===== config.mk =====
export PLATFORM = sky130hd
export DESIGN_NAME = mul_div_unit
export DESIGN_NICKNAME = d
export VERILOG_FILES = /design/src/rtl/mul_div_unit.sv
export SDC_FILE = /design/constraint.sdc
export NUM_CORES = 1
export LEC_CHECK = 0
export ABC_AREA = 1
export BUFFER_PORTS_ARGS = -buffer_cell sky130_fd_sc_hd__buf_2
export CORE_ASPECT_RATIO = 0.5
export CORE_UTILIZATION = 50
export CTS_CLUSTER_DIAMETER = 150
export CTS_CLUSTER_SIZE = 40
export DETAILED_ROUTE_END_ITERATION = 6
export MAX_ROUTING_LAYER = met4
export PLACE_DENSITY_LB_ADDON = 0.1
export SLEW_MARGIN = 30
export SYNTH_ARGS = -nofsm -noshare
export SYNTH_HDL_FRONTEND = slang
export SYNTH_SLANG_ARGS = --single-unit

===== constraint.sdc =====
create_clock -name clk -period 4.91 [get_ports clk]
set_clock_uncertainty 0.2 [all_clocks]
set_input_delay 0.2455 -clock clk [delete_from_list [all_inputs] [get_ports clk]]
set_output_delay 0.2455 -clock clk [all_outputs]
set_load 0.05 [all_outputs]

===== src/rtl/mul_div_unit.sv =====
// Multi-cycle multiply/divide engine owning the architectural HI/LO registers.
// Radix-2 datapath: shift-add multiply and restoring divide, one step per clock,
// operating on operand magnitudes with a final sign-correction cycle.
module mul_div_unit #(
    parameter int         WIDTH    = 32,
    parameter logic [4:0] OP_MULT  = 5'b01111,
    parameter logic [4:0] OP_MULTU = 5'b10000,
    parameter logic [4:0] OP_DIV   = 5'b10001,
    parameter logic [4:0] OP_DIVU  = 5'b10010
) (
    input  logic             clk,
    input  logic             rst_n,
    input  logic [4:0]       alu_ctrl_in,
    input  logic             start,
    input  logic [WIDTH-1:0] op_a,
    input  logic [WIDTH-1:0] op_b,
    input  logic             hi_we,
    input  logic             lo_we,
    input  logic [WIDTH-1:0] wdata,
    output logic             busy,
    output logic             done,
    output logic [WIDTH-1:0] hi,
    output logic [WIDTH-1:0] lo
);

    localparam int              CW       = $clog2(WIDTH);
    localparam logic [CW-1:0]   CNT_LAST = CW'(WIDTH - 1);

    localparam logic [1:0] ST_IDLE = 2'd0;
    localparam logic [1:0] ST_CALC = 2'd1;
    localparam logic [1:0] ST_FIX  = 2'd2;

    logic [1:0]       state_q, state_d;
    logic [CW-1:0]    cnt_q, cnt_d;
    logic             is_div_q, is_div_d;
    logic             div0_q, div0_d;
    logic             neg_res_q, neg_res_d;   // product / quotient must be negated
    logic             neg_rem_q, neg_rem_d;   // remainder takes dividend's sign
    logic [WIDTH-1:0] mcand_q, mcand_d;       // multiplicand or divisor magnitude
    logic [WIDTH:0]   acc_q, acc_d;           // product high half / partial remainder
    logic [WIDTH-1:0] q_q, q_d;               // multiplier bits out / quotient bits in
    logic [WIDTH-1:0] hi_q, hi_d;
    logic [WIDTH-1:0] lo_q, lo_d;
    logic             busy_q, busy_d;
    logic             done_q, done_d;

    // Decode of the incoming request
    logic             code_valid;
    logic             code_signed;
    logic             code_div;
    logic             a_neg, b_neg;
    logic [WIDTH-1:0] mag_a, mag_b;

    assign code_valid  = (alu_ctrl_in == OP_MULT) || (alu_ctrl_in == OP_MULTU) ||
                         (alu_ctrl_in == OP_DIV)  || (alu_ctrl_in == OP_DIVU);
    assign code_signed = (alu_ctrl_in == OP_MULT) || (alu_ctrl_in == OP_DIV);
    assign code_div    = (alu_ctrl_in == OP_DIV)  || (alu_ctrl_in == OP_DIVU);
    assign a_neg       = code_signed & op_a[WIDTH-1];
    assign b_neg       = code_signed & op_b[WIDTH-1];
    assign mag_a       = a_neg ? (~op_a + 1'b1) : op_a;
    assign mag_b       = b_neg ? (~op_b + 1'b1) : op_b;

    // One radix-2 step of each algorithm
    logic [WIDTH:0]   mul_sum;
    logic [WIDTH:0]   mul_acc_nxt;
    logic [WIDTH-1:0] mul_q_nxt;
    logic [WIDTH:0]   rem_sh;
    logic [WIDTH:0]   trial;
    logic [WIDTH:0]   div_acc_nxt;
    logic [WIDTH-1:0] div_q_nxt;

    assign mul_sum     = acc_q + (q_q[0] ? {1'b0, mcand_q} : '0);
    assign mul_acc_nxt = {1'b0, mul_sum[WIDTH:1]};
    assign mul_q_nxt   = {mul_sum[0], q_q[WIDTH-1:1]};

    // Restoring divide: keep the subtraction only when it did not borrow
    assign rem_sh      = {acc_q[WIDTH-1:0], q_q[WIDTH-1]};
    assign trial       = rem_sh - {1'b0, mcand_q};
    assign div_acc_nxt = trial[WIDTH] ? rem_sh : trial;
    assign div_q_nxt   = {q_q[WIDTH-2:0], ~trial[WIDTH]};

    // Sign correction applied in the final cycle
    logic [2*WIDTH-1:0] product;
    logic [2*WIDTH-1:0] prod_fix;
    logic [WIDTH-1:0]   quot_fix;
    logic [WIDTH-1:0]   rem_fix;

    assign product  = {acc_q[WIDTH-1:0], q_q};
    assign prod_fix = neg_res_q ? (~product + 1'b1) : product;
    assign quot_fix = neg_res_q ? (~q_q + 1'b1) : q_q;
    assign rem_fix  = neg_rem_q ? (~acc_q[WIDTH-1:0] + 1'b1) : acc_q[WIDTH-1:0];

    // Next-state logic for the controller and datapath
    always_comb begin
        state_d   = state_q;
        cnt_d     = cnt_q;
        is_div_d  = is_div_q;
        div0_d    = div0_q;
        neg_res_d = neg_res_q;
        neg_rem_d = neg_rem_q;
        mcand_d   = mcand_q;
        acc_d     = acc_q;
        q_d       = q_q;
        hi_d      = hi_q;
        lo_d      = lo_q;
        busy_d    = busy_q;
        done_d    = 1'b0;
        case (state_q)
            ST_IDLE: begin
                if (hi_we) hi_d = wdata;
                if (lo_we) lo_d = wdata;
                if (start && code_valid) begin
                    is_div_d  = code_div;
                    div0_d    = code_div && (op_b == '0);
                    neg_res_d = a_neg ^ b_neg;
                    neg_rem_d = a_neg;
                    acc_d     = '0;
                    cnt_d     = '0;
                    busy_d    = 1'b1;
                    state_d   = ST_CALC;
                    if (code_div) begin
                        mcand_d = mag_b;
                        q_d     = mag_a;
                    end else begin
                        mcand_d = mag_a;
                        q_d     = mag_b;
                    end
                end
            end
            ST_CALC: begin
                acc_d = is_div_q ? div_acc_nxt : mul_acc_nxt;
                q_d   = is_div_q ? div_q_nxt   : mul_q_nxt;
                cnt_d = cnt_q + 1'b1;
                if (cnt_q == CNT_LAST) state_d = ST_FIX;
            end
            ST_FIX: begin
                if (is_div_q) begin
                    // With a zero divisor the partial remainder has collected the
                    // dividend magnitude, so rem_fix reproduces op_a exactly.
                    hi_d = rem_fix;
                    lo_d = div0_q ? '1 : quot_fix;
                end else begin
                    hi_d = prod_fix[2*WIDTH-1:WIDTH];
                    lo_d = prod_fix[WIDTH-1:0];
                end
                busy_d  = 1'b0;
                done_d  = 1'b1;
                state_d = ST_IDLE;
            end
            default: state_d = ST_IDLE;
        endcase
    end

    // State registers; reset aborts any operation in flight
    always_ff @(posedge clk or negedge rst_n) begin
        if (!rst_n) begin
            state_q   <= ST_IDLE;
            cnt_q     <= '0;
            is_div_q  <= 1'b0;
            div0_q    <= 1'b0;
            neg_res_q <= 1'b0;
            neg_rem_q <= 1'b0;
            mcand_q   <= '0;
            acc_q     <= '0;
            q_q       <= '0;
            hi_q      <= '0;
            lo_q      <= '0;
            busy_q    <= 1'b0;
            done_q    <= 1'b0;
        end else begin
            state_q   <= state_d;
            cnt_q     <= cnt_d;
            is_div_q  <= is_div_d;
            div0_q    <= div0_d;
            neg_res_q <= neg_res_d;
            neg_rem_q <= neg_rem_d;
            mcand_q   <= mcand_d;
            acc_q     <= acc_d;
            q_q       <= q_d;
            hi_q      <= hi_d;
            lo_q      <= lo_d;
            busy_q    <= busy_d;
            done_q    <= done_d;
        end
    end

    assign busy = busy_q;
    assign done = done_q;
    assign hi   = hi_q;
    assign lo   = lo_q;

endmodule


==> results of run 1 <==
==> worst paths after layout <==
path	cells after the start	from	end
hold / removal	5	wdata[12]	hi[12]$_DFFE_PN0P_
setup / recovery	22	q_q[31]$_DFFE_PN0P_	acc_q[15]$_DFFE_PN0P_
max in group asynchronous	3	rst_n	mcand_q[29]$_DFFE_PN0P_
min in group asynchronous	2	rst_n	hi[25]$_DFFE_PN0P_
hold reg to reg	2	busy$_DFFE_PN0P_	busy$_DFFE_PN0P_
setup reg to reg	22	q_q[31]$_DFFE_PN0P_	acc_q[15]$_DFFE_PN0P_
==> logic make-up (layout without fill, tap and decap cells) <==
family / Yosys count / after routing / share of synthesized area, %
and+or+nand+nor: 1682 / 1682 / 39.6
DFF: 174 / 174 / 24.4
xor gates and xnor gates: 54 / 54 / 2.65
AOI/OAI and AO/OA: 568 / 568 / 17.4
buffers and inverters: 494 / 665 / 10.8
adders and majority gates: 73 / 73 / 5.20
==> tightest hold or removal path, cell delays in order <==
cell and delay (ns):
sky130_fd_sc_hd__buf_2 0.11, sky130_fd_sc_hd__nand2_1 0.07, sky130_fd_sc_hd__inv_1 0.08, sky130_fd_sc_hd__nor2_1 0.09, sky130_fd_sc_hd__a21oi_1 0.07
==> synth_stat cells, types with 7 or more instances <==
library cell	count	share of area (%)
sky130_fd_sc_hd__o21ai_1	14	0.39
sky130_fd_sc_hd__nand4_1	35	1.2
sky130_fd_sc_hd__buf_2	25	0.70
sky130_fd_sc_hd__nor2_2	7	0.25
sky130_fd_sc_hd__nand3_1	305	8.5
sky130_fd_sc_hd__nand2_1	841	18
sky130_fd_sc_hd__nor3_1	34	0.95
sky130_fd_sc_hd__nand3b_1	12	0.50
sky130_fd_sc_hd__clkbuf_1	56	1.2
sky130_fd_sc_hd__nor2_1	412	8.7
sky130_fd_sc_hd__o211ai_1	30	1.3
sky130_fd_sc_hd__ha_1	71	5.0
sky130_fd_sc_hd__o221ai_1	9	0.44
sky130_fd_sc_hd__o21bai_1	8	0.34
sky130_fd_sc_hd__inv_2	8	0.17
sky130_fd_sc_hd__dfrtp_1	174	24
sky130_fd_sc_hd__xor2_1	38	1.9
sky130_fd_sc_hd__a31oi_1	10	0.35
sky130_fd_sc_hd__xnor2_1	16	0.78
sky130_fd_sc_hd__inv_1	379	8.0
sky130_fd_sc_hd__o21ai_0	175	4.9
sky130_fd_sc_hd__nor2_4	7	0.44
sky130_fd_sc_hd__buf_1	10	0.21
sky130_fd_sc_hd__a21oi_1	285	8.0
==> metal layers <==
| metal | track usage, % | routed length (um) | part of all wire (%) |
|---|---|---|---|
| met3 | 14.2 | 10700 | 14 |
| met5 | - | 0 | 0 |
| met2 | 56.7 | 29600 | 39 |
| met4 | 7.70 | 1230 | 1.6 |
| met1 | 60.5 | 34300 | 45 |
==> repair_timing <==
item / 4_1_cts / 5_1_grt
resized for setup: 0 / 1
hold endpoints to repair: 81 / 0
endpoints found under the setup margin: 0 / 4
hold buffers: 35 / 0
setup buffers: 0 / 0
==> power by group through the flow <==
stage / logic (uW) / registers (uW) / clock network, uW
floorplan: 6160 / 3550 / 0
global placement: 9690 / 2880 / 0
detailed placement: 9760 / 2900 / 0
CTS: 9830 / 2870 / 1390
global route: 11100 / 2990 / 1440
finish: 10100 / 2920 / 1400
==> stage by stage <==
stage	cells	setup WS, ns	hold WS [ns]	total power [uW]	instance area [um2]
after global routing	3691	0.0190	0.0313	15500	20100
after CTS	3691	0.369	0.00797	14100	20100
after global placement	3625	0.571	-0.0294	12600	19200
final	3691	0.396	0.0124	14500	20100
after floorplan	3045	1.17	-0.250	9720	17900
after detailed placement	3625	0.406	-0.0293	12700	19200
==> sequential cells by signal, indices dropped and copies added, names as in the netlist <==
signal	cells
is_div_q	1
div0_q	1
neg_rem_q	1
acc_q	33
q_q	32
busy	1
done	1
cnt_q	5
hi	32
neg_res_q	1
lo	32
state_q	2
mcand_q	32
==> cell type report <==
cell class | count | area, um2 | area share (%)
clock buffers | 18 | 429 | 2.14
repair buffers | 241 | 1490 | 7.42
flip-flops and latches | 174 | 4350 | 21.7
well taps | 475 | 594 | 2.96
clock inverters | 13 | 125 | 0.624
inverters | 393 | 1480 | 7.35
multi-input cells | 2377 | 11600 | 57.8
==> flow_results.org, run 1 <==
** Logic synthesis
- Synthesized instance count :: 3,045
- The Yosys step of the flow raised 0 warnings.
- Number of enable flip-flop cells after synthesis :: 0
- Of all flip-flops after synthesis, the portion carrying an async set or reset was 100%.
- Syn Nets :: 3,224
- Portion of the post-synthesis area used by sequential elements :: 24.4%
- In this run, synthesis produced a sequential element count of 174.
- Post-synthesis cell type count :: 55
- Most common flop cell mapped by yosys :: sky130_fd_sc_hd__dfrtp_1
- The cell area that synthesis handed to floorplanning was 17,900 um2.
- Avg Synthesized Cell Area :: 5.87 um2

** Power and ir drop
- Summed over all nets, the switching power comes to 8680 uW.
- Net switching is 60.0% of the power.
- The clock network burns 9.7% of the power.
- Static power due to leakage :: 0.0101 uW
- Fraction of power consumed by sequential logic :: 20.2%
- IR Drop Worst-Case VDD :: 0.000475 V
- Combinational cell fraction of total power :: 70.1%
- Internal power comes to 5780 uW.
- Dividing total power by cell area gives a power density of 721 nW/um2.

** Setup path
- For flop-to-flop paths, the worst setup slack is 0.40 ns.
- Kind of start point of the critical path :: register
- Max stage delay on crit path :: 0.42 ns
- In this run the worst path has a maximum fanout of 10.
- For this design, the slowest cell found on the critical path is sky130_fd_sc_hd__dfrtp_1.
- Broken down by cell family, the worst path's largest delay share belongs to simple AND/OR/NAND/NOR gates.
- The critical path contains buffers and inverters numbering 4 combined.
- STA classifies the critical path endpoint as a register.
- Worst path arrival time :: 4.62 ns
- By instance count, the cell type seen most on the critical path is sky130_fd_sc_hd__nand2_1.
- Traced cell by cell, the critical path runs through inv_1, ha_1, fa_1, inv_1, nand2_1, o21ai_1, nand2_1, nand2_1, nand2_1, nand2_1, nand2_1, nand2_1, nand2_1, a21oi_1, or2_2, ha_1, nor2_1, clkinv_1, o21ai_0, inv_1, o211ai_1, o21ai_0.
- At the worst endpoint, the required time is 5.01 ns.
- Kind of critical path :: register to register

** Route
- Using the TritonRoute via totals, the vias-per-cell ratio works out to 5.80.
- For this run, design rule violations remaining after detail routing come to 11.
- After the first detailed-routing iteration, the DRC count stood at 2,883.
- The final layout contains routed wiring with a total length of 75,800 um.
- Across all layers, the routed design uses 21,400 vias.
- Pre-Repair DR Iteration Count :: 7
- The detail route stage leaves a number of antenna-violating nets equal to 0.
- Average detailed-routed wire length per instance :: 20.5 um

** Final layout
- For this run, the share of the core covered by cells in the final layout is 57.6%.
- From synthesis to final layout, the design area changed by 12.3%.
- Most common cell after layout, fill and taps aside :: sky130_fd_sc_hd__nand2_1
- Total Nets Final :: 3,383
- Fraction of layout cells with a size suffix above 1 :: 8.92%
- Number of fill cells in the layout :: 3,661
- The library cells used most frequently in the layout, excluding fill and tap cells, are 841 x sky130_fd_sc_hd__nand2_1, 411 x sky130_fd_sc_hd__nor2_1, 377 x sky130_fd_sc_hd__inv_1.
- Number of antenna diodes :: 0

** Floorplan
- The initialized floorplan defines 48 standard-cell rows.
- Die footprint :: 36,500 um2
- The die is 269 um wide.
- Die height :: 136 um
- IO Pins :: 172
- The core region is 34,800 um2.
- Initial core utilization :: 51.3%

** Clock tree
- At the later pin of the worst-skew pair, clock insertion delay measures 0.47 ns.
- Clock tree root driver cell :: sky130_fd_sc_hd__clkbuf_16
- Clock tree synthesis inserted a total of 17 buffers.
- Clock H-tree levels :: 4
- Clock transition at the registers of the reported paths :: 0.10 ns
- The clock net in this run drives a total of 174 sinks.
- TritonCTS clock tree :: built
- In this run the deepest clock path goes through 2 buffers.

** STA
- For this run, the top clock speed supported by timing is 0.222 GHz.
- Final Max Tran Viols :: 0
- The number of failing hold endpoints at the final stage came to 0.
- Headroom to the max-slew limit came out at 34.3%.
- For the pin with the worst max-slew slack, the measured transition is 0.982 ns.
- Final worst path period need :: 4.51 ns
- Part of the cycle the worst path needs :: 91.9%
- Setup tns final :: 0 ns
- Setup repair after global routing left no endpoint under its margin.
- Setup violators final :: 0

** Global routing
- Initial antenna violation count :: 0
- First-pass GRT wire length :: 113,000 um
- Entering global routing, the biggest net connects 138 pins.
- Global-route usage over all layers :: 42.2%
- Via count of the first global-routing pass :: 18,700
- After global routing the overflow that remains totals 0.

** Placement
- Number of port buffers :: 171
- DPL Wire Length :: 60,000 um
- Final GP Congestion :: 1.07

** Run status
- The final reports fail on DRC.
- The flow ran to the end, but the final reports show violations.

** Worst hold path
- In this run the worst hold path is classified as primary input to register.

** Flow run
- The tool flagged a number of max-cap violations equal to 0.
No activity file was read; power rests on OpenSTA's default activity.
==> run 2, diff against run 1 <==
--- a/config.mk
+++ b/config.mk
@@ -14,6 +14,7 @@
 export DETAILED_ROUTE_END_ITERATION = 6
 export MAX_ROUTING_LAYER = met4
 export PLACE_DENSITY_LB_ADDON = 0.1
+export RECOVER_POWER = 25
 export SLEW_MARGIN = 30
 export SYNTH_ARGS = -nofsm -noshare
 export SYNTH_HDL_FRONTEND = slang
==> constraint.sdc (replaced) <==
create_clock -name clk -period 4.8 [get_ports clk]
set_clock_uncertainty 0.2 [all_clocks]
set_input_delay 0.24 -clock clk [delete_from_list [all_inputs] [get_ports clk]]
set_output_delay 0.24 -clock clk [all_outputs]
set_load 0.05 [all_outputs]
==> run 2 against run 1 <==
Effect of this change: the flow finishes with violations (capacitance limit, slew limit); count of clock-buffer cells in the layout unchanged; utilization increased by 0.45 points; total power increased by 3.8%; clock power increased by 4%; sequential share of layout area decreased by 0.17 points; non-clock buffer count increased by 13.
==> flow_results.org, run 2 (synthesis results as in run 1) <==
** Run status
- The run finished, with violations left.
- The final reports fail on capacitance limit, slew limit.

** Clock tree
- Number of clock buffers inserted by TritonCTS :: 17
- Clock tree synthesis found a total of 174 sinks.
- TritonCTS built the clock tree.
- Once the clock tree was built, the setup fixing pass inserted 0 buffers.
- After clock tree synthesis, the clock-pin slew on the worst setup and hold paths is 0.09 ns.
- Maximum clock path buffer count :: 2
- Clock tree root driver cell :: sky130_fd_sc_hd__clkbuf_16
- The clock reaches the later pin of the worst-skew pair after 0.47 ns.
- Clock H-tree levels :: 4

** Final layout
- Post-route standard cell area excluding fillers :: 20,200 um2
- Number of fill cells in the layout :: 3,590
- Fraction of layout cells with a size suffix above 1 :: 9.07%
- The final layout contains 3,396 nets.
- The register with the most flip-flops in the final layout is acc_q.
- The library cell used most frequently in the layout, excluding fill and tap cells, is sky130_fd_sc_hd__nand2_1.
- For this run, the share of the core covered by cells in the final layout is 58.0%.
- Number of flip-flops under the largest register name :: 33
- The area growth from synthesis to layout is 13.2%.
- In the layout the commonest cells are 841 x sky130_fd_sc_hd__nand2_1, 411 x sky130_fd_sc_hd__nor2_1, 378 x sky130_fd_sc_hd__inv_1.
- Number of antenna diodes :: 0

** STA
- The number of failing hold endpoints at the final stage is 0.
- After layout, the minimum clock period comes to 4.38 ns.
- Headroom to the max-slew limit came out at -79.8%.
- For this run, the top clock speed supported by timing is 0.228 GHz.
- Setup violators final :: 0
- Pin slew with the least headroom to its limit :: 2.70 ns
- Part of the cycle the worst path needs :: 91.3%
- After routing, the total negative slack on setup checks comes to 0 ns.
- Setup repair after global routing left no endpoint under its margin.
- The final count of pins violating max slew came to 47.

** Route
- Summed over all layers, the routed wires come to 77,500 um.
- The first detailed-routing pass took 7 iterations.
- Detailed-route vias per instance :: 5.86
- Number of nets with antenna violations after detailed routing :: 0
- In the final routed layout, each cell accounts on average for 20.9 um.
- After detailed routing, the number of remaining DRC violations is 0.
- Routed vias :: 21,700
- The detailed router finished its first iteration with 2,957 violations.

** Global routing
- The initial antenna violation count is 1.
- Global routing used 42.8% of the available tracks.
- Via count of the first global-routing pass :: 18,800
- Maximum number of pins on one net before global-route repair :: 159
- The first global-routing pass estimated 114,000 um of wire.
- Global routing finished with a remaining overflow of 0.

** Setup path
- The critical path is of the register to register type.
- Worst path arrival time :: 4.49 ns
- Data on the critical path is required at its endpoint by 4.91 ns.
- Critical Path Sink Type :: register
- CP Max Fanout :: 20
- For flop-to-flop paths, the worst setup slack is 0.42 ns.
- Kind of start point of the critical path :: register

** Power and ir drop
- Power after layout :: 15,000 uW
- Power density over the cells :: 742 nW/um2
- Summed over all cells, the static leakage comes to 0.0102 uW.
- The worst-case IR drop observed on VDD is 0.000517 V.

** Floorplan
- Die height :: 136 um
- In this run the core area contains 48 standard-cell rows.
- The initial utilization of the core area, before any placement, comes to 51.3%.
- The floorplan step set the die width to 269 um.
- The floorplan step defined a die boundary enclosing 36,500 um2.
- Core ar. :: 34,800 um2
- IO Pins :: 172

** Placement
- DPL Wire Length :: 61,600 um
- Input and output buffers added on the ports amount to 171.
- After detailed placement, the total cell area comes to 19,200 um2.
- The congestion estimate from routability-driven global placement came to 1.06.

** Flow run
- Max-cap violations in this run came to 1.

** Worst hold path
- In this run the worst hold path is classified as primary input to register.
==> run 2: changes by cell type in the layout (fill, tap and decap cells not counted), moves of 2 or more <==
cell / before / now
sky130_fd_sc_hd__buf_4: 34 / 39
sky130_fd_sc_hd__dlygate4sd3_1: 35 / 42
sky130_fd_sc_hd__clkinv_1: 6 / 4
sky130_fd_sc_hd__clkinv_8: 1 / 4
==> run 2: worst max-delay path, cell delays in order (launching register included) <==
cell                       delay, ns
sky130_fd_sc_hd__dfrtp_1        0.42
sky130_fd_sc_hd__inv_1          0.15
sky130_fd_sc_hd__ha_1           0.24
sky130_fd_sc_hd__fa_1           0.38
sky130_fd_sc_hd__inv_1          0.10
sky130_fd_sc_hd__nand2_1        0.07
sky130_fd_sc_hd__o21ai_0        0.17
sky130_fd_sc_hd__buf_4          0.16
sky130_fd_sc_hd__nand2_1        0.05
sky130_fd_sc_hd__nand2_1        0.10
sky130_fd_sc_hd__nand2_1        0.06
sky130_fd_sc_hd__nand2_1        0.17
sky130_fd_sc_hd__nand2_1        0.11
sky130_fd_sc_hd__nand2_1        0.07
sky130_fd_sc_hd__nand2_1        0.06
sky130_fd_sc_hd__a21oi_1        0.11
sky130_fd_sc_hd__or2_2          0.11
sky130_fd_sc_hd__ha_1           0.29
sky130_fd_sc_hd__buf_4          0.22
sky130_fd_sc_hd__inv_1          0.53
sky130_fd_sc_hd__o21ai_0        0.22
sky130_fd_sc_hd__o211ai_1       0.12
sky130_fd_sc_hd__o21ai_0        0.11
==> run 2: through the flow <==
stage                     hold WS, ns  instances  worst slack (ns)
after floorplan                -0.256       3045              1.06
after global placement         -0.122       3630             0.609
after detailed placement       -0.121       3630             0.500
after CTS                    0.000116       3703             0.450
after global routing           0.0101       3704            0.0498
final                         0.00934       3704             0.418
==> run 2: cell type report <==
cell class / count / area [um2] / area share, %
multi-input combinational: 2377 / 11600 / 57.3
tap: 475 / 594 / 2.94
timing repair buffer: 254 / 1610 / 7.94
clock inverter: 13 / 150 / 0.743
clock buffer: 18 / 439 / 2.17
sequential: 174 / 4350 / 21.5
inverter: 393 / 1480 / 7.32
==> run 2: timing repair <==
action / in CTS / in global routing
endpoints found under the setup margin: 0 / 4
hold buffers: 42 / 0
gates resized for setup: 0 / 2
endpoints found under the hold margin: 218 / 0
==> run 2: metal layers <==
metal	up-vias	global-route usage [%]	wire (um)
li1	10300	-	-
met5	-	-	0
met3	98	13.2	11000
met2	1323	57.6	30500
met1	10000	62.0	34600
met4	0	8.02	1390
==> run 2: where the power goes <==
part	leakage, uW	switching [uW]	total [uW]	internal (uW)
Sequential	0.00202	803	2960	2160
Combinational	0.00789	7430	10600	3140
Clock	0.000284	756	1460	708
Total	0.0102	8990	15000	6010
==> run 2: path summary, 6_finish.rpt <==
kind                                     start                      end  cells past startpoint
min reg2reg                 lo[12]$_DFFE_PN0P_       lo[12]$_DFFE_PN0P_                      2
max in group asynchronous                rst_n  mcand_q[31]$_DFFE_PN0P_                      4
min                                  wdata[17]       hi[17]$_DFFE_PN0P_                      5
max reg2reg                q_q[31]$_DFFE_PN0P_     acc_q[8]$_DFFE_PN0P_                     22
min in group asynchronous                rst_n       hi[17]$_DFFE_PN0P_                      3
max                        q_q[31]$_DFFE_PN0P_     acc_q[8]$_DFFE_PN0P_                     22
